File: src/rtl/neuron_bank_sequencer.sv
// neuron_bank_sequencer
//   Bus initiator that runs one simulation timestep on an attached neuron bank
//   without CPU help. For each neuron it writes the input current (offset 0x14)
//   and then pulses the update bit in the control register (offset 0x18). After a
//   short settle gap it polls each status register (offset 0x1C) until the busy
//   bit clears, gathers the spike bits and reports completion.
//
// Ports
//   clk, rst          clock, asynchronous active-high reset
//   cur_wr_en/idx/data host write port into the per-neuron current buffer
//   mode_cfg          per-neuron mode bit, placed in control bit 2
//   step_start        start one timestep (accepted only when idle)
//   step_busy         high from acceptance through the step_done cycle
//   step_done         one-cycle completion pulse
//   spike_vec         spike bits of the last completed step
//   timeout_err       sticky poll-timeout flag, cleared by an accepted start
//   bus_*             single-initiator memory bus (responder stalls with busywait)

module neuron_bank_sequencer #(
    parameter int NUM_NEURONS   = 4,
    parameter int SETTLE_CYCLES = 2,
    parameter int MAX_POLL      = 255
) (
    input  logic                   clk,
    input  logic                   rst,
    input  logic                   cur_wr_en,
    input  logic [1:0]             cur_wr_idx,
    input  logic [31:0]            cur_wr_data,
    input  logic [NUM_NEURONS-1:0] mode_cfg,
    input  logic                   step_start,
    output logic                   step_busy,
    output logic                   step_done,
    output logic [NUM_NEURONS-1:0] spike_vec,
    output logic                   timeout_err,
    output logic [31:0]            bus_addr,
    output logic                   bus_write_en,
    output logic [31:0]            bus_write_data,
    output logic                   bus_read_en,
    input  logic [31:0]            bus_read_data,
    input  logic                   bus_busywait
);

    localparam int IDX_W = (NUM_NEURONS > 1) ? $clog2(NUM_NEURONS) : 1;
    localparam int PC_W  = $clog2(MAX_POLL + 1);
    localparam int SC_W  = (SETTLE_CYCLES > 1) ? $clog2(SETTLE_CYCLES) : 1;

    localparam logic [IDX_W-1:0] LAST_IDX    = IDX_W'(NUM_NEURONS - 1);
    localparam logic [PC_W-1:0]  POLL_LAST   = PC_W'(MAX_POLL - 1);
    localparam logic [SC_W-1:0]  SETTLE_LAST = SC_W'(SETTLE_CYCLES - 1);

    localparam logic [31:0] OFF_CUR  = 32'h0000_0014;
    localparam logic [31:0] OFF_CTL  = 32'h0000_0018;
    localparam logic [31:0] OFF_STAT = 32'h0000_001C;

    typedef enum logic [2:0] {
        IDLE   = 3'd0,
        WR_CUR = 3'd1,
        WR_CTL = 3'd2,
        SETTLE = 3'd3,
        POLL   = 3'd4,
        DONE   = 3'd5
    } state_t;

    state_t                 state_r;
    logic [IDX_W-1:0]       n_r;
    logic [PC_W-1:0]        poll_cnt_r;
    logic [SC_W-1:0]        settle_cnt_r;
    logic [31:0]            cur_buf_r    [NUM_NEURONS];
    logic [31:0]            shadow_cur_r [NUM_NEURONS];
    logic [NUM_NEURONS-1:0] shadow_mode_r;
    logic [NUM_NEURONS-1:0] spike_next_r;

    logic                   wr_done_s;
    logic                   rd_done_s;
    logic                   poll_advance_s;
    logic [IDX_W-1:0]       n_next_s;
    logic                   unused_rd_s;

    // Neuron n occupies a 64-byte window starting at n*64.
    function automatic logic [31:0] nrn_addr(input logic [IDX_W-1:0] idx,
                                             input logic [31:0]      off);
        return (32'(idx) << 6) + off;
    endfunction

    // Control word: update bit 0 set, bit 1 clear, mode in bit 2.
    function automatic logic [31:0] ctl_word(input logic mode);
        return {29'd0, mode, 1'b0, 1'b1};
    endfunction

    assign wr_done_s   = bus_write_en & ~bus_busywait;
    assign rd_done_s   = bus_read_en & ~bus_busywait;
    assign n_next_s    = n_r + IDX_W'(1);
    assign unused_rd_s = ^bus_read_data[31:2];
    // Leave the current neuron on a not-busy answer or on its final allowed read.
    assign poll_advance_s = rd_done_s & (~bus_read_data[1] | (poll_cnt_r == POLL_LAST));

    // Host-side current buffer, writable at any time.
    always_ff @(posedge clk or posedge rst) begin
        if (rst) begin
            for (int i = 0; i < NUM_NEURONS; i++) begin
                cur_buf_r[i] <= 32'd0;
            end
        end else if (cur_wr_en && (32'(cur_wr_idx) < NUM_NEURONS)) begin
            cur_buf_r[cur_wr_idx] <= cur_wr_data;
        end
    end

    // Step sequencer: bus outputs are registered and advance only on completion,
    // which keeps them stable for the whole of a responder stall.
    always_ff @(posedge clk or posedge rst) begin
        if (rst) begin
            state_r        <= IDLE;
            n_r            <= '0;
            poll_cnt_r     <= '0;
            settle_cnt_r   <= '0;
            shadow_mode_r  <= '0;
            spike_next_r   <= '0;
            for (int i = 0; i < NUM_NEURONS; i++) begin
                shadow_cur_r[i] <= 32'd0;
            end
            step_busy      <= 1'b0;
            step_done      <= 1'b0;
            spike_vec      <= '0;
            timeout_err    <= 1'b0;
            bus_addr       <= 32'd0;
            bus_write_en   <= 1'b0;
            bus_write_data <= 32'd0;
            bus_read_en    <= 1'b0;
        end else begin
            step_done <= 1'b0;
            case (state_r)
                IDLE: begin
                    if (step_start) begin
                        // Snapshot buffer and modes; a same-cycle host write lands
                        // in cur_buf_r only, so this step sees the old value.
                        for (int i = 0; i < NUM_NEURONS; i++) begin
                            shadow_cur_r[i] <= cur_buf_r[i];
                        end
                        shadow_mode_r  <= mode_cfg;
                        spike_next_r   <= '0;
                        n_r            <= '0;
                        timeout_err    <= 1'b0;
                        step_busy      <= 1'b1;
                        bus_addr       <= nrn_addr('0, OFF_CUR);
                        bus_write_data <= cur_buf_r[0];
                        bus_write_en   <= 1'b1;
                        state_r        <= WR_CUR;
                    end else begin
                        step_busy <= 1'b0;
                    end
                end
                WR_CUR: begin
                    if (wr_done_s) begin
                        bus_addr       <= nrn_addr(n_r, OFF_CTL);
                        bus_write_data <= ctl_word(shadow_mode_r[n_r]);
                        state_r        <= WR_CTL;
                    end
                end
                WR_CTL: begin
                    if (wr_done_s) begin
                        if (n_r == LAST_IDX) begin
                            n_r            <= '0;
                            settle_cnt_r   <= '0;
                            bus_addr       <= 32'd0;
                            bus_write_data <= 32'd0;
                            bus_write_en   <= 1'b0;
                            state_r        <= SETTLE;
                        end else begin
                            n_r            <= n_next_s;
                            bus_addr       <= nrn_addr(n_next_s, OFF_CUR);
                            bus_write_data <= shadow_cur_r[n_next_s];
                            state_r        <= WR_CUR;
                        end
                    end
                end
                SETTLE: begin
                    // Quiet gap so the cores' busy flags reflect the new triggers.
                    if (settle_cnt_r == SETTLE_LAST) begin
                        poll_cnt_r  <= '0;
                        bus_addr    <= nrn_addr(n_r, OFF_STAT);
                        bus_read_en <= 1'b1;
                        state_r     <= POLL;
                    end else begin
                        settle_cnt_r <= settle_cnt_r + SC_W'(1);
                    end
                end
                POLL: begin
                    if (poll_advance_s) begin
                        if (bus_read_data[1]) begin
                            timeout_err      <= 1'b1;
                            spike_next_r[n_r] <= 1'b0;
                        end else begin
                            spike_next_r[n_r] <= bus_read_data[0];
                        end
                        poll_cnt_r <= '0;
                        if (n_r == LAST_IDX) begin
                            bus_addr    <= 32'd0;
                            bus_read_en <= 1'b0;
                            state_r     <= DONE;
                        end else begin
                            n_r      <= n_next_s;
                            bus_addr <= nrn_addr(n_next_s, OFF_STAT);
                        end
                    end else if (rd_done_s) begin
                        poll_cnt_r <= poll_cnt_r + PC_W'(1);
                    end
                end
                DONE: begin
                    step_done <= 1'b1;
                    spike_vec <= spike_next_r;
                    state_r   <= IDLE;
                end
                default: begin
                    bus_addr       <= 32'd0;
                    bus_write_en   <= 1'b0;
                    bus_write_data <= 32'd0;
                    bus_read_en    <= 1'b0;
                    step_busy      <= 1'b0;
                    state_r        <= IDLE;
                end
            endcase
        end
    end

endmodule

File: config.mk
export PLATFORM = sky130hd
export DESIGN_NAME = neuron_bank_sequencer
export DESIGN_NICKNAME = d
export VERILOG_FILES = /design/src/rtl/neuron_bank_sequencer.sv
export SDC_FILE = /design/constraint.sdc
export NUM_CORES = 1
export LEC_CHECK = 0
export ABC_AREA = 1
export BUFFER_PORTS_ARGS = -buffer_cell sky130_fd_sc_hd__buf_2
export CAP_MARGIN = 10
export CORE_MARGIN = 2
export CORE_UTILIZATION = 40
export DETAILED_ROUTE_END_ITERATION = 8
export SYNTH_ARGS = -nofsm -noshare
export SYNTH_HDL_FRONTEND = slang
export SYNTH_SLANG_ARGS = --single-unit
File: constraint.sdc
create_clock -name clk -period 14.6 [get_ports clk]
set_clock_uncertainty 0.15 [all_clocks]
set_input_delay 2.92 -clock clk [delete_from_list [all_inputs] [get_ports clk]]
set_output_delay 2.92 -clock clk [all_outputs]
set_load 0.02 [all_outputs]
==> results of run 1 <==
==> sequential cells by signal, indices dropped and copies added (netlist names), 2 cells and up <==
register	flops
cur_buf_r	128
shadow_cur_r	128
bus_write_data	32
poll_cnt_r	8
bus_addr	5
shadow_mode_r	4
spike_next_r	4
spike_vec	4
state_r	3
n_r	2
==> final cells by class <==
cell class | instances | area, µm²
Tap cell | 455 | 569
Multi-Input combinational cell | 1199 | 5120
Timing Repair Buffer | 101 | 546
Fill cell | 3416 | 18700
Sequential cell | 324 | 8110
Inverter | 98 | 379
Clock buffer | 53 | 1020
Clock inverter | 10 | 190
==> routing by layer <==
| metal | wire length [µm] | vias to the layer above | GRT usage |
|---|---|---|---|
| met4 | 750 | 0 | 0.0494 |
| met1 | 15400 | 5162 | 0.251 |
| li1 | - | 5428 | - |
| met3 | 1630 | 58 | 0.0292 |
| met5 | 0 | - | 0 |
| met2 | 15500 | 242 | 0.318 |
==> through the flow <==
stage / util / cells
after CTS: 0.460 / 2240
after detailed placement: 0.425 / 2177
after floorplan: - / 1737
after global routing: 0.460 / 2240
after global placement: 0.425 / 2177
final: 0.460 / 2240
==> placed cells by master, fill, tap and decap left out, drive strengths merged <==
cell type  count
inv           98
xor2           2
nand2        785
nand3        122
clkinv         5
buf          101
dfrtp        324
nor3           2
o21ai        205
o211ai         3
ha             6
nand3b         1
bufinv         5
or2            3
nand4          9
conb          27
nor2          23
nor3b          1
clkbuf        53
a21oi         10
==> worst max path at each step <==
stage | from | end | slack, ns | cells after the start
floorplan | rst | bus_addr[2] | 2.56 | 1
global placement | step_start | shadow_cur_r[32] | 8.97 | 6
detailed placement | step_start | shadow_cur_r[32] | 8.97 | 6
CTS | step_start | shadow_cur_r[32] | 9.50 | 6
global route | step_start | shadow_cur_r[32] | 9.24 | 6
finish | step_start | shadow_mode_r[2] | 9.54 | 6
==> cells by family (layout without fill, tap and decap cells) <==
| group | after synthesis | count (layout) | synth area share |
|---|---|---|---|
| simple gates | 946 | 946 | 0.270 |
| fa+ha+maj | 6 | 6 | 0.00533 |
| buf+inv | 214 | 262 | 0.0705 |
| other cells | 1 | 27 | 0.000266 |
| flops | 324 | 324 | 0.575 |
| xor+xnor | 2 | 2 | 0.00124 |
| compound gates | 218 | 218 | 0.0779 |
==> power groups by stage <==
| stage | sequential (mW) | clock (mW) | combinational (mW) |
|---|---|---|---|
| after floorplan | 0.993 | 0 | 0.0780 |
| after global placement | 0.997 | 0 | 0.0976 |
| after detailed placement | 0.999 | 0 | 0.101 |
| after CTS | 0.983 | 0.952 | 0.101 |
| after global routing | 0.990 | 0.990 | 0.119 |
| final | 0.983 | 0.929 | 0.0980 |
==> worst reg2reg max path: stages (launching register included) <==
cell,delay [ns]
dfrtp_1,0.59
inv_2,0.16
nand2_4,0.44
inv_4,0.14
nand2_4,0.61
clkinv_2,0.79
buf_4,0.62
nand2_1,0.20
nand2_1,0.07
==> qor.yml, run 1 <==
timing.rr.end: "shadow_mode_r[2]"
fin_nets: 1841
post-place-ws_ns: 8.97
clockPowerShare: 0.462
crit_required_ns: 14.83
via_per_inst: 4.86
fin_hold_ws_ns: 0.311
io_buffers: 90
worst_path_most_repeated_cell: "nand2_1"
critPathCaptureType: "flip-flop"
grt_setup_unrepaired: "false"
place_area_mm2: 0.0147
synth_top_area_frac: 0.575
power_mw: 2.01
finalMaxSlewViolations: 0
setup_ws_ns: 9.54
slowest_stage: "clkinv_2"
period_share: 0.347
postSynthAreaPerCell_um2: 8.24
clk_pin_slew_ns: 0.06
initial_utilization: 0.407
yosysUniqueCellTypes: 30
cts-root-buf: "clkbuf_16"
postCtsHoldBufs: 0
drc: 0
synthArstFlopShare: 1.00
yosysTopAreaCell: "dfrtp_1"
p_leak_nw: 8.39
numClockSinks: 324
hold_path_class: "flip-flop to flip-flop"
path_delay_family: "buffers and inverters"
synth_enable_flop_cells: 0
min_path_cells: 2
synth_seq_cells: 324
cp_max_fo: 80
slowest_delay_ns: 0.76
combPwrFrac: 0.049
status: "complete, no violations"
gp_congestion: 0.842
slew_headroom: 0.191
cts_max_path_buffers: 3
critPathArrivalTime_ns: 5.29
dpl.hpwl_mm: 18.0
tritoncts: "done"
reg2reg_from: "state_r[2]"
yosysSeqAreaShare: 0.575
vias: 10900
core_mm2: 0.0346
yosysWarnings: 0
drive_gt1_frac: 0.101
worstPathBufferInverterCount: 3
stdcell_area_mm2: 0.0159
rows: 68
worst_slew_pin_slew_ns: 1.21
max_cap_viol_count: 0
syn_inst: 1711
wl_per_cell_um: 14.9
synth_area_leaders: "dfrtp_1, nand2_1, o21ai_0"
synthMostInstantiatedCell: "nand2_1"
syn2layout_area_growth_pct: 13.1
intPower_mw: 1.56
first_pass_iters: 5
syn_area_mm2: 0.0141
dieHeight_um: 192
drtIter0Drc: 1023
grt_pass1_vias: 10800
max_freq_ghz: 0.198
finalSetupViolCount: 0
fin_setup_tns_ns: 0
holdCritStartpoint: "cur_buf_r[29]"
peakVddDrop_mv: 0.0959
p_sw_mw: 0.451
antenna_found_initial: 0
htree_levels: 2
period_needed_ns: 5.06
whs_endpoint: "shadow_cur_r[29]"
cts_buffers: 36
grt_max_degree: 193
grt_use_total: 0.188
grt_first_pass_wirelength_mm: 55.4
reg2reg_slack_ns: 10.72
dieArea_mm2: 0.0368
start_kind: "input port"
worstSetupPathType: "input port to flip-flop"
cts-resized-gates: 0
crit_chain: "buf_2, nand2_4, clkinv_2, buf_4, nand2_1, nand2_1"
pwr-share-seq: 0.489
postCtsSetupBuffers: 0
p_sw_frac: 0.224
netlist_top_cells_count: "nand2_1, dfrtp_1, o21ai_0, nand3_1, inv_1"
dieWidth_um: 192
ios: 148
grt-ovfl-total: 0
ant_nets: 0
reg2regPathDepth: 8
hold_viol: 0
power.density_mw_per_mm2: 126
ys.flop_type: "dfrtp_1"
wl_mm: 33.4
antenna_cells: 0
insertion_delay_ns: 0.51
No activity file was read; power rests on OpenSTA's default activity.
==> run 2, diff against run 1 <==
==> constraint.sdc (replaced) <==
create_clock -name clk -period 4.5 [get_ports clk]
set_clock_uncertainty 0.15 [all_clocks]
set_input_delay 0.9 -clock clk [delete_from_list [all_inputs] [get_ports clk]]
set_output_delay 0.9 -clock clk [all_outputs]
set_load 0.02 [all_outputs]
==> qor.yml, run 2 (same netlist as run 1, synthesis figures left out) <==
period_share: 0.648
first_pass_iters: 5
hold_path_class: "flip-flop to flip-flop"
start_kind: "flip-flop"
drtIter0Drc: 871
ios: 148
vias: 10900
cp_max_fo: 22
drive_gt1_frac: 0.107
drc: 0
peakVddDrop_mv: 0.249
period_needed_ns: 2.91
layout_common_cells: "nand2_1, dfrtp_1, o21ai_0, nand3_1"
layout_commonest_cell: "nand2_1"
slowest_stage: "inv_1"
slew_headroom: 0.199
rows: 68
io_buffers: 90
via_per_inst: 4.84
grt_max_degree: 107
grt_setup_unrepaired: "false"
grt_first_pass_wirelength_mm: 55.1
place_area_mm2: 0.0148
dpl.hpwl_mm: 19.4
cts_buffers: 36
antenna_cells: 0
slowest_delay_ns: 0.74
core_mm2: 0.0346
worst_slew_pin_slew_ns: 1.20
finalSetupViolCount: 0
cts-resized-gates: 0
cts-root-buf: "clkbuf_16"
cts_max_path_buffers: 3
wl_mm: 34.0
critPathArrivalTime_ns: 3.15
initial_utilization: 0.407
htree_levels: 2
clk_pin_slew_ns: 0.06
insertion_delay_ns: 0.52
max_cap_viol_count: 0
grt_use_total: 0.189
fin_hold_ws_ns: 0.310
grt_pass1_vias: 10500
dieWidth_um: 192
fin_nets: 1847
postCtsSetupBuffers: 0
critPathCaptureType: "flip-flop"
ant_nets: 0
dieArea_mm2: 0.0368
power.density_mw_per_mm2: 408
syn2layout_area_growth_pct: 13.9
p_leak_nw: 8.45
antenna_found_initial: 0
worstPathBufferInverterCount: 3
tritoncts: "done"
worstSetupPathType: "flip-flop to flip-flop"
reg_top3: "cur_buf_r (128), shadow_cur_r (128), bus_write_data (32)"
crit_required_ns: 4.74
gp_congestion: 0.791
path_delay_family: "buffers and inverters"
dieHeight_um: 192
postCtsHoldBufs: 0
wl_per_cell_um: 15.1
finalMaxSlewViolations: 0
hold_viol: 0
crit_chain: "inv_2, ha_2, inv_1, buf_4, nand3_1, nand3_1, o21ai_0, nand2_1, nand2_1"
numClockSinks: 324
max_freq_ghz: 0.343
stdcell_area_mm2: 0.0161
reg2reg_slack_ns: 1.59
status: "complete, no violations"
grt-ovfl-total: 0
-- run 2: per-stage QoR --
stage	instances	worst slack [ns]	utilization	total power, mW	setup TNS [ns]
6_report	2246	1.59	0.464	6.55	0
5_1_grt	2246	1.35	0.464	6.83	0
4_1_cts	2246	1.56	0.464	6.62	0
3_5_place_dp	2183	1.60	0.428	3.57	0
3_3_place_gp	2183	1.61	0.428	3.56	0
2_1_floorplan	1737	-0.873	-	3.48	-282.77
-- run 2: final cells by class --
class | count | area [µm²]
Timing Repair Buffer | 107 | 641
Tap cell | 455 | 569
Clock buffer | 53 | 1100
Inverter | 98 | 375
Sequential cell | 324 | 8110
Clock inverter | 10 | 139
Fill cell | 3404 | 18600
Multi-Input combinational cell | 1199 | 5120
-- run 2: report_power, final --
group	internal, mW	leakage (nW)	switching, mW	total (mW)
combinational	0.103	3.55	0.223	0.326
sequential	3.10	4.29	0.0908	3.19
clock	1.86	0.609	1.17	3.03
total	5.06	8.45	1.49	6.55
-- run 2: worst paths after layout --
| kind | from | to | depth (start not counted) |
|---|---|---|---|
| worst max-delay path | n_r[0] | bus_write_data[8] | 9 |
| worst min-delay path | cur_buf_r[81] | shadow_cur_r[81] | 2 |
| worst max register to register | n_r[0] | bus_write_data[8] | 9 |
| worst min register to register | cur_buf_r[81] | shadow_cur_r[81] | 2 |
| max in group asynchronous | rst | shadow_cur_r[39] | 3 |
| min in group asynchronous | rst | shadow_cur_r[25] | 2 |
-- run 2: worst min-delay path: cells and delay by family (launching register included) --
kind	cells	cell delay (ns)
flip-flops	1	0.33
AND/OR/NAND/NOR	2	0.09
-- run 2: layer usage --
metal	part of all wire	vias to the layer above	wire length, µm	track usage
li1	-	5434	-	-
met4	0.021	0	712	0.0518
met2	0.47	236	16100	0.320
met3	0.049	55	1650	0.0292
met5	0	-	0	0
met1	0.46	5137	15500	0.252
==> run 3, diff against run 2 <==
==> constraint.sdc (replaced) <==
create_clock -name clk -period 2.9 [get_ports clk]
set_clock_uncertainty 0.15 [all_clocks]
set_input_delay 0.58 -clock clk [delete_from_list [all_inputs] [get_ports clk]]
set_output_delay 0.58 -clock clk [all_outputs]
set_load 0.02 [all_outputs]
==> qor.yml, run 3 (same netlist as run 1, synthesis figures left out) <==
max_freq_ghz: 0.410
slew_headroom: 0.437
grt_first_pass_wirelength_mm: 56.4
slowest_stage: "nor2_1"
grt_max_degree: 134
clockPowerShare: 0.460
antenna_found_initial: 0
io_buffers: 90
grt_setup_unrepaired: "false"
combPwrFrac: 0.052
cts_buffers: 37
hold_path_class: "input port to flip-flop"
ios: 148
layout_common_cells: "nand2_1, dfrtp_1, o21ai_0, nand3_1"
reg2regPathDepth: 8
period_share: 0.841
dieWidth_um: 192
dieHeight_um: 192
p_sw_frac: 0.229
setup_ws_ns: 0.462
vias: 11000
peakVddDrop_mv: 0.370
finalMaxSlewViolations: 0
htree_levels: 2
drc: 0
hold_viol: 0
wl_mm: 34.2
dpl.hpwl_mm: 20.1
grt-ovfl-total: 0
initial_utilization: 0.407
drive_gt1_frac: 0.113
worst_path_most_repeated_cell: "nand2_1"
start_kind: "flip-flop"
pwr-share-seq: 0.488
first_pass_iters: 5
cp_max_fo: 12
status: "complete, no violations"
rows: 68
reg_top3: "cur_buf_r (128), shadow_cur_r (128), bus_write_data (32)"
cp-endpoint: "poll_cnt_r[4]"
wl_per_cell_um: 15.1
cts-resized-gates: 0
period_needed_ns: 2.44
dieArea_mm2: 0.0368
reg2reg_slack_ns: 0.46
ant_nets: 0
syn2layout_area_growth_pct: 15.2
max_cap_viol_count: 0
cts-root-buf: "clkbuf_16"
post-place-ws_ns: 0.504
numClockSinks: 324
startpoint: "state_r[2]"
worstSetupPathType: "flip-flop to flip-flop"
power_mw: 10.1
critPathArrivalTime_ns: 2.68
antenna_cells: 0
core_mm2: 0.0346
layout_commonest_cell: "nand2_1"
grt_pass1_vias: 10800
finalSetupViolCount: 0
tritoncts: "done"
power.density_mw_per_mm2: 624
clk_pin_slew_ns: 0.06
grt_use_total: 0.193
drtIter0Drc: 756
intPower_mw: 7.82
crit_required_ns: 3.14
reg2reg_from: "state_r[2]"
slowest_delay_ns: 0.53
p_leak_nw: 8.56
via_per_inst: 4.85
crit_chain: "inv_2, nand3_1, nand2_2, nand2_1, nor2_1, inv_1, nand2_1, o21ai_0"
insertion_delay_ns: 0.52
worst_slew_pin_slew_ns: 0.845
timing.rr.end: "poll_cnt_r[4]"
cts_max_path_buffers: 3
gp_congestion: 0.842
critPathCaptureType: "flip-flop"
fin_nets: 1864
p_sw_mw: 2.32
## run 3: cell count changes in the layout (fill, tap and decap cells not counted), moves of 2 or more
cell | before | now
buf_12 | 5 | 12
buf_4 | 12 | 20
clkbuf_1 | 6 | 10
inv_6 | 0 | 2
## run 3: layer usage
layer,GRT usage,vias to the layer above,share of wire
met2,0.326,245,0.48
li1,-,5471,-
met1,0.264,5233,0.46
met5,0,-,0
met3,0.0270,40,0.047
met4,0.0435,0,0.014
## run 3: per-stage QoR
stage,TNS (ns),std cells,utilization,area [µm²],hold WS [ns]
after floorplan,-697.49,1737,-,14200,0.292
after global placement,0,2198,0.434,15000,0.301
after detailed placement,0,2198,0.434,15000,0.301
after CTS,0,2265,0.469,16200,0.107
after global routing,0,2265,0.469,16200,0.114
final,0,2265,0.469,16200,0.111
## run 3: layout make-up
type / count / area (µm²)
clock inverter: 11 / 144
multi-input combinational: 1199 / 5120
timing repair buffer: 123 / 851
fill: 3398 / 18400
tap: 455 / 569
clock buffer: 55 / 1070
sequential: 324 / 8110
inverter: 98 / 375
## run 3: how the worst min path moves through the flow
stage          cells after the start       startpoint               end  slack [ns]
2_1_floorplan                      2  spike_next_r[0]   spike_next_r[0]        0.29
3_3_place_gp                       2    cur_buf_r[66]  shadow_cur_r[66]        0.30
3_5_place_dp                       2    cur_buf_r[22]  shadow_cur_r[22]        0.30
4_1_cts                            3      mode_cfg[2]  shadow_mode_r[2]        0.11
5_1_grt                            3      mode_cfg[1]  shadow_mode_r[1]        0.11
6_report                           3      mode_cfg[2]  shadow_mode_r[2]        0.11
## run 3: what timing repair did
item / in CTS / in global routing
hold buffers: 1 / 0
setup endpoints to repair: 0 / 0
buffers inserted: 0 / 0
hold endpoints to repair: 15 / 0
## run 3: critical path, delay by kind of cell, from the launching register on
family	cells	cell delay [ns]
DFF	1	0.52
AOI/OAI and AO/OA	1	0.08
buffers and inverters	2	0.44
and+or+nand+nor	5	1.12
## run 3: power by group through the flow
stage	registers (mW)	clock network [mW]	logic, mW
2_1_floorplan	5.00	0	0.393
4_1_cts	4.95	4.76	0.540
5_1_grt	4.99	4.96	0.626
6_report	4.95	4.67	0.523
3_3_place_gp	5.02	0	0.519
3_5_place_dp	5.03	0	0.537
